File: config.mk
export PLATFORM = sky130hd
export DESIGN_NAME = regfile_wb_arbiter_flat
export DESIGN_NICKNAME = d
export VERILOG_FILES = /design/src/rtl/regfile_pkg.sv /design/src/rtl/regfile_wb_arbiter_if.sv /design/src/rtl/wb_scoreboard.sv /design/src/rtl/regfile_wb_arbiter.sv /design/src/flat_wrapper.sv
export SDC_FILE = /design/constraint.sdc
export NUM_CORES = 1
export LEC_CHECK = 0
export CAP_MARGIN = 10
export CORE_MARGIN = 2
export CORE_UTILIZATION = 36
export DETAILED_ROUTE_END_ITERATION = 8
export PLACE_DENSITY = 0.79
export SLEW_MARGIN = 40
export SYNTH_ARGS = -nofsm -noshare
export SYNTH_HDL_FRONTEND = slang
export SYNTH_SLANG_ARGS = --single-unit
File: constraint.sdc
create_clock -name clk_i -period 2.2 [get_ports clk_i]
set_input_delay 0.44 -clock clk_i [delete_from_list [all_inputs] [get_ports clk_i]]
set_output_delay 0.44 -clock clk_i [all_outputs]
set_load 0.1 [all_outputs]
File: src/rtl/regfile_pkg.sv
// Shared types and constants for the register-file write-port arbiter.
package regfile_pkg;

  localparam int unsigned REG_ADDR_W = 5;
  localparam int unsigned XLEN       = 32;
  localparam int unsigned NUM_REGS   = 32;
  localparam int unsigned STARVE_W   = 4;

  typedef struct packed {
    logic [REG_ADDR_W-1:0] rd;
    logic [XLEN-1:0]       data;
  } wb_req_t;

  // x0 is hardwired to zero, so a write to it must never reach the file.
  function automatic logic is_writable(input logic [REG_ADDR_W-1:0] rd);
    return rd != '0;
  endfunction

endpackage

File: src/rtl/regfile_wb_arbiter_if.sv
// Writeback requester, load-return, and register-file write-port signals of the arbiter.
interface regfile_wb_arbiter_if;
  import regfile_pkg::*;

  logic                  wb_valid_i;
  logic                  wb_ready_o;
  logic [REG_ADDR_W-1:0] wb_rd_i;
  logic [XLEN-1:0]       wb_data_i;
  logic                  lr_valid_i;
  logic                  lr_ready_o;
  logic [REG_ADDR_W-1:0] lr_rd_i;
  logic [XLEN-1:0]       lr_data_i;
  logic                  lr_issue_i;
  logic [REG_ADDR_W-1:0] lr_issue_rd_i;
  logic                  write_en_o;
  logic [REG_ADDR_W-1:0] rd_addr_o;
  logic [XLEN-1:0]       reg_wr_data_o;
  logic [NUM_REGS-1:0]   busy_o;

  modport slave (
    input  wb_valid_i, wb_rd_i, wb_data_i, lr_valid_i, lr_rd_i, lr_data_i,
           lr_issue_i, lr_issue_rd_i,
    output wb_ready_o, lr_ready_o, write_en_o, rd_addr_o, reg_wr_data_o, busy_o
  );

  modport master (
    output wb_valid_i, wb_rd_i, wb_data_i, lr_valid_i, lr_rd_i, lr_data_i,
           lr_issue_i, lr_issue_rd_i,
    input  wb_ready_o, lr_ready_o, write_en_o, rd_addr_o, reg_wr_data_o, busy_o
  );

endinterface

File: src/rtl/wb_scoreboard.sv
// Busy vector of registers with an outstanding long-latency write; a set in the
// same cycle as a clear of the same register wins, since the new load is pending.
module wb_scoreboard
  import regfile_pkg::*;
(
  input  logic                  clk_i,
  input  logic                  rst_ni,
  input  logic                  set_en_i,
  input  logic [REG_ADDR_W-1:0] set_rd_i,
  input  logic                  clr_en_i,
  input  logic [REG_ADDR_W-1:0] clr_rd_i,
  output logic [NUM_REGS-1:0]   busy_o
);

  logic [NUM_REGS-1:0] busy_q, busy_d;

  always_comb begin
    busy_d = busy_q;
    if (clr_en_i) busy_d[clr_rd_i] = 1'b0;
    if (set_en_i && is_writable(set_rd_i)) busy_d[set_rd_i] = 1'b1;
  end

  // NOTE: this vector is control state the hazard logic trusts, so unlike a data
  // array it must be reset; stale busy bits after reset would stall forever.
  always_ff @(posedge clk_i or negedge rst_ni) begin
    if (!rst_ni) busy_q <= '0;
    else         busy_q <= busy_d;
  end

  assign busy_o = busy_q;

endmodule

File: src/rtl/regfile_wb_arbiter.sv
// Shares the register file's write port between pipeline writeback and load return.
// Define REGFILE_ARB_SCOREBOARD_EN to build the outstanding-load busy scoreboard.
module regfile_wb_arbiter
  import regfile_pkg::*;
#(
  parameter int unsigned STARVE_LIMIT = 4
) (
  input  logic                 clk_i,
  input  logic                 rst_ni,
  regfile_wb_arbiter_if.slave  bus
);

  localparam logic [STARVE_W-1:0] LIMIT = STARVE_W'(STARVE_LIMIT);

  logic [STARVE_W-1:0] starve_cnt_q, starve_cnt_d;
  logic                write_en_q, write_en_d;
  wb_req_t             out_q, out_d;
  wb_req_t             wb_req, lr_req;
  logic                force_lr, wb_fire, lr_fire;

  assign wb_req = '{rd: bus.wb_rd_i, data: bus.wb_data_i};
  assign lr_req = '{rd: bus.lr_rd_i, data: bus.lr_data_i};

  // WB has priority until LR has waited STARVE_LIMIT cycles; the grants are exclusive.
  assign force_lr       = (starve_cnt_q == LIMIT) && bus.lr_valid_i;
  assign bus.wb_ready_o = !force_lr;
  assign bus.lr_ready_o = force_lr || !bus.wb_valid_i;
  assign wb_fire        = bus.wb_valid_i && bus.wb_ready_o;
  assign lr_fire        = bus.lr_valid_i && bus.lr_ready_o;

  // NOTE: every signal written here gets a default first, so no path leaves it
  // unassigned and no latch is inferred.
  always_comb begin
    starve_cnt_d = starve_cnt_q;
    if (!bus.lr_valid_i || lr_fire) starve_cnt_d = '0;
    else if (starve_cnt_q != LIMIT) starve_cnt_d = starve_cnt_q + 1'b1;

    write_en_d = 1'b0;
    out_d      = out_q;
    if (wb_fire) begin
      out_d      = wb_req;
      write_en_d = is_writable(wb_req.rd);
    end else if (lr_fire) begin
      out_d      = lr_req;
      write_en_d = is_writable(lr_req.rd);
    end
  end

  // NOTE: sequential state uses non-blocking assignments so every flop samples
  // the pre-edge value of every other flop.
  always_ff @(posedge clk_i or negedge rst_ni) begin
    if (!rst_ni) begin
      starve_cnt_q <= '0;
      write_en_q   <= 1'b0;
      out_q        <= '0;
    end else begin
      starve_cnt_q <= starve_cnt_d;
      write_en_q   <= write_en_d;
      out_q        <= out_d;
    end
  end

  assign bus.write_en_o    = write_en_q;
  assign bus.rd_addr_o     = out_q.rd;
  assign bus.reg_wr_data_o = out_q.data;

`ifdef REGFILE_ARB_SCOREBOARD_EN
  wb_scoreboard u_scoreboard (
    .clk_i    (clk_i),
    .rst_ni   (rst_ni),
    .set_en_i (bus.lr_issue_i),
    .set_rd_i (bus.lr_issue_rd_i),
    .clr_en_i (lr_fire),
    .clr_rd_i (bus.lr_rd_i),
    .busy_o   (bus.busy_o)
  );
`else
  logic unused_issue;
  assign unused_issue = ^{bus.lr_issue_i, bus.lr_issue_rd_i};
  assign bus.busy_o   = '0;
`endif

endmodule

File: src/flat_wrapper.sv
// flat-port wrapper written by rule: the top's interface ports become plain ports
module regfile_wb_arbiter_flat import regfile_pkg::*;
#(
  parameter int unsigned STARVE_LIMIT = 4
)
  (clk_i, rst_ni, bus_wb_valid_i, bus_wb_rd_i, bus_wb_data_i, bus_lr_valid_i, bus_lr_rd_i, bus_lr_data_i, bus_lr_issue_i, bus_lr_issue_rd_i, bus_wb_ready_o, bus_lr_ready_o, bus_write_en_o, bus_rd_addr_o, bus_reg_wr_data_o, bus_busy_o);
  regfile_wb_arbiter_if bus_i ();
  input  logic clk_i;
  input  logic rst_ni;
  input wire logic [$bits(bus_i.wb_valid_i)-1:0] bus_wb_valid_i;
  input wire logic [$bits(bus_i.wb_rd_i)-1:0] bus_wb_rd_i;
  input wire logic [$bits(bus_i.wb_data_i)-1:0] bus_wb_data_i;
  input wire logic [$bits(bus_i.lr_valid_i)-1:0] bus_lr_valid_i;
  input wire logic [$bits(bus_i.lr_rd_i)-1:0] bus_lr_rd_i;
  input wire logic [$bits(bus_i.lr_data_i)-1:0] bus_lr_data_i;
  input wire logic [$bits(bus_i.lr_issue_i)-1:0] bus_lr_issue_i;
  input wire logic [$bits(bus_i.lr_issue_rd_i)-1:0] bus_lr_issue_rd_i;
  output wire logic [$bits(bus_i.wb_ready_o)-1:0] bus_wb_ready_o;
  output wire logic [$bits(bus_i.lr_ready_o)-1:0] bus_lr_ready_o;
  output wire logic [$bits(bus_i.write_en_o)-1:0] bus_write_en_o;
  output wire logic [$bits(bus_i.rd_addr_o)-1:0] bus_rd_addr_o;
  output wire logic [$bits(bus_i.reg_wr_data_o)-1:0] bus_reg_wr_data_o;
  output wire logic [$bits(bus_i.busy_o)-1:0] bus_busy_o;
  assign bus_i.wb_valid_i = bus_wb_valid_i;
  assign bus_i.wb_rd_i = bus_wb_rd_i;
  assign bus_i.wb_data_i = bus_wb_data_i;
  assign bus_i.lr_valid_i = bus_lr_valid_i;
  assign bus_i.lr_rd_i = bus_lr_rd_i;
  assign bus_i.lr_data_i = bus_lr_data_i;
  assign bus_i.lr_issue_i = bus_lr_issue_i;
  assign bus_i.lr_issue_rd_i = bus_lr_issue_rd_i;
  assign bus_wb_ready_o = bus_i.wb_ready_o;
  assign bus_lr_ready_o = bus_i.lr_ready_o;
  assign bus_write_en_o = bus_i.write_en_o;
  assign bus_rd_addr_o = bus_i.rd_addr_o;
  assign bus_reg_wr_data_o = bus_i.reg_wr_data_o;
  assign bus_busy_o = bus_i.busy_o;
  regfile_wb_arbiter #(.STARVE_LIMIT(STARVE_LIMIT)) u_core (.clk_i(clk_i), .rst_ni(rst_ni), .bus(bus_i));
endmodule
# Word-level counts from Yosys, hierarchy flattened
# Cells that the tools add are included.
# W data, S select, Z words.
totals:
  regBits: 42
  latchBits: 0
  mem_bits_rw: 0
  rom_bits: 0
  input_bits: 84
  output_inout_bits: 72
  wordCells: 25
  mem_count: 0
op_classes:
  addsub: 1
  multipliers: 0
  div: 0
  magnitude_cmp: 0
  eq_ne: 2
  n_shift: 0
  n_mux: 6
  n_bitwise: 0
  reduce_logical: 12
op_table:
  columns: ["cell", "count"]
  rows:
  - ["$mux W37", 2]
  - ["$reduce_bool A5 Y1", 2]
  - ["$mux W4", 2]
  - ["$add A4 B1 Y4 const B", 1]
  - ["$eq A4 B3 Y1 const B", 1]
  - ["$ne A4 B3 Y1 const B", 1]
  - ["$reduce_bool A2 Y1", 2]
  - ["$logic_and A1 B1 Y1", 3]
  - ["$logic_not A1 Y1", 3]
  - ["$logic_or A1 B1 Y1", 2]
  - ["$mux W1", 2]

# Logic depth before layout (Yosys ltp)
# Gate-level depths: netlist of the first run.
logic_depth:
  depth_word: 6
  ltp_mapped: 7
  mapped_depth_nobuf: 5

# Least setup slack after synthesis of the first run
# Ideal clock, no wire load.
synth_timing:
  path_kind: "reg2reg"
  start: "register u_core.starve_cnt_q[0]"
  end: "register u_core.out_q, in the netlist u_core.bus.rd_addr_o[2]"
  setup_time_ps: 125
  t_arrival_ps: 2308
  required_ps: 2075
  path_slack_ps: -233
  path_stages_with_launch: 7
  path_buffers: 1
  period_less_slack_ps: 2433
  path_cell_list: "dfrtp_1 > inv_1 > ha_1 > nand4b_2 > nand2_2 > buf_4 > mux2_2"
synth_between:
  elab_chain_len: 5
  elab_cells_between_ends: 8
  classes_between: "eq/ne (1); mux (1); reduce/logical (6)"
synth_rtl:
  columns: ["item", "line", "text"]
  rows:
  - ["start: declaration", "regfile_wb_arbiter.sv:15", "logic [STARVE_W-1:0] starve_cnt_q, starve_cnt_d;"]
  - ["start signal: assignment", "regfile_wb_arbiter.sv:57", "starve_cnt_q <= starve_cnt_d;"]
  - ["$eq A4 B3 Y1 (*)", "regfile_wb_arbiter.sv:25", "assign force_lr = (starve_cnt_q == LIMIT) && bus.lr_valid_i;"]
  - ["$logic_and A1 B1 Y1 (*)", "regfile_wb_arbiter.sv:25", null]
  - ["$logic_not A1 Y1 (*)", "regfile_wb_arbiter.sv:26", "assign bus.wb_ready_o = !force_lr;"]
  - ["via bus_wb_ready_o", "flat_wrapper.sv:18", "output wire logic [$bits(bus_i.wb_ready_o)-1:0] bus_wb_ready_o;"]
  - ["$logic_and A1 B1 Y1 (*)", "regfile_wb_arbiter.sv:28", "assign wb_fire = bus.wb_valid_i && bus.wb_ready_o;"]
  - ["$mux W37 / $reduce_bool A2 Y1 (equally long branches)", null, null]
  - ["end signal: assignment", "regfile_wb_arbiter.sv:59", "out_q <= out_d;"]
  - ["end: declaration", "regfile_wb_arbiter.sv:17", "wb_req_t out_q, out_d;"]
# Mark *: on every way through the listed nets, which the timed path passes. The rest lies on a longest branch.
# A chain may end at the register's enable or synchronous reset.

# Worst setup path after layout of the first run
layout_timing:
  start: "register u_core.starve_cnt_q[0]"
  end: "output port bus_lr_ready_o"
layout_between:
  elab_chain_len: 3
layout_rtl:
  columns: ["item", "line", "text"]
  rows:
  - ["$eq A4 B3 Y1", "regfile_wb_arbiter.sv:25", null]
  - ["$logic_and A1 B1 Y1", "regfile_wb_arbiter.sv:25", null]
  - ["$logic_or A1 B1 Y1", "regfile_wb_arbiter.sv:27", "assign bus.lr_ready_o = force_lr || !bus.wb_valid_i;"]
  - ["end: declaration", "flat_wrapper.sv:19", "output wire logic [$bits(bus_i.lr_ready_o)-1:0] bus_lr_ready_o;"]
# Every way passes these cells.

==> reports/results.ini, run 1 <==
[synth]
synth_cell_types=19
ys_top_cells_by_area=dfrtp_1, mux2_2, buf_4
synth_top_area_share_pct=44.97
syn_area_sq_um=2337
syn_inst=178
synth_area_leader_cell=dfrtp_1
synth.ff_latch_count=42
avgSynthCellArea_sq_um=13.13
yosys_warnings=0
synth_seq_area_share_pct=44.97

[power]
netSwitchingPower_uw=1226
p_int_uw=1500
combPwrFrac_pct=46.5
ir_drop_mv=0.4212
p_clk_share_pct=21.2
seq_power_share_pct=32.3
fin_total_pwr_uw=2726
p_sw_share_pct=44.97
p_leak_uw=0.001539
cellPowerDensity_nw_per_um2=780.1

[timing]
worst_pin_slew_ns=0.5526
drv_slew=0
slew_headroom_pct=63.16
fin_tns_setup_ns=0
layout_min_cycle_time_ns=2.045
fmax_mhz=489.0
final-hold-violation-count=0
final-setup-viol-count=0
fin_crit_sh_pct=92.96
fin_worst_skew_ns=0.002652
rsz0062_at_grt=false

[route]
drc_errors=0
drtPass1Iterations=4
drt_iter0_drc=46
wirelength_mm=5.182
ant_nets=0
vias=1687
wire_per_inst_um=13.78
vias_per_cell=4.487

[final_layout]
multi_input_area_sq_um=1090
seqCellArea_sq_um=1051
layout-drive-gt1-share_pct=38.13
diodes=0
fin_area_sq_um=3495
area_delta_synth_final_pct=49.52
fin_nets=384
final_cells=376
nFillCells=543

[worst_setup_path]
r2r_end=u_core.bus.reg_wr_data_o[13]
critical_path_depth=5
critPathMaxFanout=8
r2r_start=u_core.starve_cnt_q[0]
cpPeakStageDelay_ns=0.42
r2r_slack_ns=0.39
crit_end=bus_lr_ready_o
path_buf_inv=2
crit_required_ns=1.76
reg2reg_depth=6
arrival_ns=1.61
worst-setup-path-type=reg -> out
cp-startpoint=u_core.starve_cnt_q[0]
start_kind=flip-flop
cp_top_family=simple AND/OR/NAND/NOR gates
cp_cell_sequence=inv_1 > ha_1 > nand4b_4 > nand2_2 > buf_12
cp_slowest_cell=dfrtp_1
crit_path_end_kind=output port

[placement]
place_area_sq_um=3385
finalWeightedCongestion=0.6942
port_buffers=117
hpwl_mm=3.862
dp_cells=368

[clock_tree]
post_cts_resized=0
cts-root-buf=clkbuf_8
postCtsSetupBuffers=0
clock_sinks=42
ctsHoldBuffers=0
clk_latency_ns=0.29
cts_tree=done
clk_pin_slew_ns=0.08
cts-buffers-inserted=5
htreeDepth=2
clockBufferDepth=2

[die]
die-width_um=84.58
die-area_sq_um=7153
num_rows=29
ios=156
initial_core_util_pct=37.02
core-area_sq_um=6314
die_y_um=84.58

[global_route]
grt_pass1_vias=1759
grt.overflow.total=0
grt_antenna_before_repair=0
grt_usage_pct=14.36
grt_pass1_wl_mm=8.162
grt_max_degree=43

[run]
drv_cap=0

[hold_path]
min-delay-path-class=in -> async

[outcome]
status=finished, final reports clean

area by class of cell:
cell class | count | share of cell area (%)
Multi-Input combinational cell | 124 | 31.19
Timing Repair Buffer | 122 | 32.51
Sequential cell | 42 | 30.08
Inverter | 3 | 0.3222
Tap cell | 77 | 2.757
Clock buffer | 8 | 3.151
worst register-to-register path, cell delays in order, from the launching register on:
cell,delay (ns)
dfrtp_1,0.42
inv_1,0.07
ha_1,0.19
nand4b_4,0.16
nand2_2,0.26
buf_12,0.24
mux2_2,0.37
metal layers:
| metal | vias up | wire length [um] | share of wire [%] | track usage, % |
|---|---|---|---|---|
| met1 | 804 | 2054 | 40 | 16.51 |
| met3 | 9 | 453 | 8.7 | 4.818 |
| met5 | - | 0 | 0 | 0 |
| li1 | 788 | - | - | - |
| met4 | 0 | 95 | 1.8 | 4.618 |
| met2 | 86 | 2579 | 50 | 25.13 |
synthesized netlist by cell type, drive strengths merged:
cell,instances
buf,40
conb,1
dfrtp,42
ha,2
inv,3
mux2,74
nand2,1
nand2b,1
nand3,2
nand4b,1
nor2,5
o21ai,1
o2bb2ai,1
or4,2
xnor2,1
xor2,1
through the flow:
stage	hold WS (ns)	setup WS (ns)	utilization, %
2_1_floorplan	0.1444	0.08208	-
3_3_place_gp	0.4729	0.3398	53.61
3_5_place_dp	0.4939	0.3162	53.61
4_1_cts	0.2348	0.1272	55.35
5_1_grt	0.2550	0.07141	55.35
6_report	0.2110	0.1549	55.35
state kept, by name, summed over array words and instances, names as in the netlist:
signal and cells:
u_core.bus.reg_wr_data_o 32, u_core.bus.rd_addr_o 5, u_core.bus.write_en_o 1, u_core.starve_cnt_q 4
cells by family after synthesis:
logic type      share of synthesized area [%]
compound gates                         0.5887
xor+xnor                               0.7496
fa+ha+maj                               1.070
buf+inv                                 13.76
flops                                   44.97
mux                                     35.65
other cells                            0.1604
simple gates                            3.051
worst min-delay path by stage:
stage | cells after the start | startpoint | end
3_5_place_dp | 1 | u_core.starve_cnt_q[0] | u_core.starve_cnt_q[0]
4_1_cts | 2 | rst_ni | u_core.bus.reg_wr_data_o[1]
3_3_place_gp | 1 | u_core.starve_cnt_q[0] | u_core.starve_cnt_q[0]
5_1_grt | 2 | rst_ni | u_core.bus.reg_wr_data_o[14]
2_1_floorplan | 0 | rst_ni | u_core.bus.rd_addr_o[0]
6_report | 2 | rst_ni | u_core.bus.reg_wr_data_o[14]
power by group through the flow:
stage / Combinational [uW] / Sequential [uW] / Clock, uW
global route: 1310 / 893 / 642
global placement: 1260 / 893 / 0
floorplan: 463 / 1430 / 0
detailed placement: 1270 / 897 / 0
finish: 1270 / 881 / 578
CTS: 1270 / 882 / 608
placed cells by master (no fill, tap or decap), drive strengths merged:
master,instances
buf,47
clkbuf,8
clkdlybuf4s50,75
conb,32
dfrtp,42
ha,2
inv,3
mux2,74
nand2,1
nand2b,1
nand3,2
nand4b,1
nor2,5
o21ai,1
o2bb2ai,1
or4,2
xnor2,1
xor2,1
No activity file was read; power rests on OpenSTA's default activity.
==> inputs of run 2 (changes only) <==
Settings changed: ABC_AREA set to 1, CORE_UTILIZATION 36 to 37, CTS_CLUSTER_DIAMETER set to 30.
==> run 2 against run 1 <==
Flip-flop and latch count did not move. Critical path depth rose by 2. Worst setup slack improved by 0.086 ns. Sequential power barely moved. Synthesized cell count rose by 95%. Die area rose by 4.4%. Routed wire length rose by 28%. Via count rose by 46%. Clock-buffer cell count fell by 3.
==> reports/results.ini, run 2 <==
[power]
ir_drop_mv=0.2932
cellPowerDensity_nw_per_um2=714.0
seq_power_share_pct=34.4
p_int_uw=1328
p_clk_share_pct=18.3
p_leak_uw=0.001966
p_sw_share_pct=48.09
combPwrFrac_pct=47.3
netSwitchingPower_uw=1230

[synth]
synthMuxAreaShare_pct=0
synth.ff_latch_count=42
syn_area_sq_um=2512
synth_top_family_by_area=simple AND/OR/NAND/NOR gates
synthArstFlopShare_pct=100.0
synthAdderAreaFrac_pct=0.9960
yosys_warnings=0
synth_cell_types=19
synth_area_leader_cell=dfrtp_1
ys_top_cells_by_area=dfrtp_1, nand2_1, nand3_1
yosys.cell_count.top_type=nand2_1
netlist_top_cells_count=nand2_1, nand3_1, dfrtp_1
synth_top_area_share_pct=41.83
syn_inst=347
synth_edf_count=0
synth_xor_area_share_pct=0.6972
synth_compound_area_share_pct=0
synthSimpleGateAreaFrac_pct=35.61
synth_ff_type=dfrtp_1
avgSynthCellArea_sq_um=7.240
synth_seq_area_share_pct=41.83

[clock_tree]
clockBufferDepth=2
clock_sinks=42
clk_pin_slew_ns=0.08
cts-root-buf=clkbuf_8
htreeDepth=2
ctsHoldBuffers=0
cts_tree=done
postCtsSetupBuffers=0
post_cts_resized=0
clk_latency_ns=0.29
cts-buffers-inserted=5

[timing]
rsz0062_at_grt=false
drv_slew=0
fin_ws_ns=0.2411
worst_pin_slew_ns=0.5226
slew_headroom_pct=65.16
fmax_mhz=510.5
fin_worst_skew_ns=0.005033
fin_tns_setup_ns=0
final-setup-viol-count=0
final-hold-violation-count=0
fin_crit_sh_pct=89.04
layout_min_cycle_time_ns=1.959

[die]
die_y_um=86.41
num_rows=30
core-area_sq_um=6681
die-area_sq_um=7466
initial_core_util_pct=37.60
die-width_um=86.41
ios=156

[worst_setup_path]
cp_top_family=flip-flops
cpPeakStageDelay_ns=0.39
crit_path_end_kind=output port
cp_slowest_cell=dfrtp_1
critPathMaxFanout=13
path_buf_inv=3
worst-setup-path-type=reg -> out
arrival_ns=1.52
cp_cell_sequence=inv_1 > ha_1 > nand2_1 > inv_2 > nand2_4 > nand2_2 > buf_12
start_kind=flip-flop
crit_required_ns=1.76

[global_route]
grt_antenna_before_repair=0
grt_pass1_wl_mm=10.81
grt_usage_pct=17.90
grt_max_degree=41
grt_pass1_vias=2379
grt.overflow.total=0

[route]
drc_errors=0
vias=2457
wirelength_mm=6.611
drtPass1Iterations=4
wire_per_inst_um=12.36
vias_per_cell=4.593
drt_iter0_drc=84
ant_nets=0

[final_layout]
layout_commonest_cell=nand2_1
layout-drive-gt1-share_pct=13.41
layout_common_cells=nand2_1, nand3_1, clkdlybuf4s50_1
fin_nets=541
largest_register_ffs=32
area_delta_synth_final_pct=42.63
diodes=0

[hold_path]
min-delay-path-class=in -> async

[run]
drv_cap=0

[placement]
port_buffers=117
finalWeightedCongestion=0.8044
hpwl_mm=4.709
dp_slack_ns=0.4372

[outcome]
status=finished, final reports clean

-- run 2: cells by family after synthesis --
kind of cell,Yosys count
other cells,1
fa+ha+maj,2
buf+inv,95
simple gates,205
flops,42
xor+xnor,2
-- run 2: metrics by stage --
step                      total power, uW  instance area, sq um  instances  hold slack (ns)  util (%)
final                                2559                  3583        535           0.1134     53.63
after global routing                 2669                  3583        535           0.1537     53.63
after CTS                            2588                  3583        535           0.1307     53.63
after detailed placement             2112                  3505        528           0.4524     52.45
after global placement               2100                  3505        528           0.4516     52.45
after floorplan                      1835                  2629        378           0.1444         -
-- run 2: final timing paths --
path | from | end | slack, ns | cells past startpoint
worst max register to register | u_core.starve_cnt_q[0] | u_core.starve_cnt_q[3] | 0.45 | 8
worst max-delay path | u_core.starve_cnt_q[0] | bus_lr_ready_o | 0.24 | 7
worst min-delay path | rst_ni | u_core.bus.reg_wr_data_o[25] | 0.11 | 1
min in group clk_i | u_core.starve_cnt_q[0] | u_core.starve_cnt_q[0] | 0.49 | 1
worst min register to register | u_core.starve_cnt_q[0] | u_core.starve_cnt_q[0] | 0.49 | 1
max in group asynchronous | rst_ni | u_core.bus.reg_wr_data_o[0] | 1.41 | 2
-- run 2: routing by layer --
layer / wire, um / track usage [%] / vias up / share of wire (%)
met1: 2907 / 22.84 / 1152 / 44
met2: 3204 / 31.61 / 89 / 48
met4: 32 / 2.415 / 0 / 0.48
met5: 0 / 0 / - / 0
met3: 465 / 4.286 / 3 / 7.0
li1: - / - / 1213 / -
-- run 2: power groups by stage --
stage	logic (uW)	clock network [uW]	registers [uW]
6_report	1210	467	881
5_1_grt	1260	517	890
4_1_cts	1220	488	881
3_5_place_dp	1220	0	895
3_3_place_gp	1210	0	893
2_1_floorplan	442	0	1390
-- run 2: layout make-up --
class / count / area [sq um]
Multi-Input combinational cell: 241 / 1057
Inverter: 42 / 157.7
Clock buffer: 5 / 68.82
Timing Repair Buffer: 123 / 1139
Clock inverter: 2 / 10.01
Sequential cell: 42 / 1051
Tap cell: 80 / 100.1
Fill cell: 664 / 3098
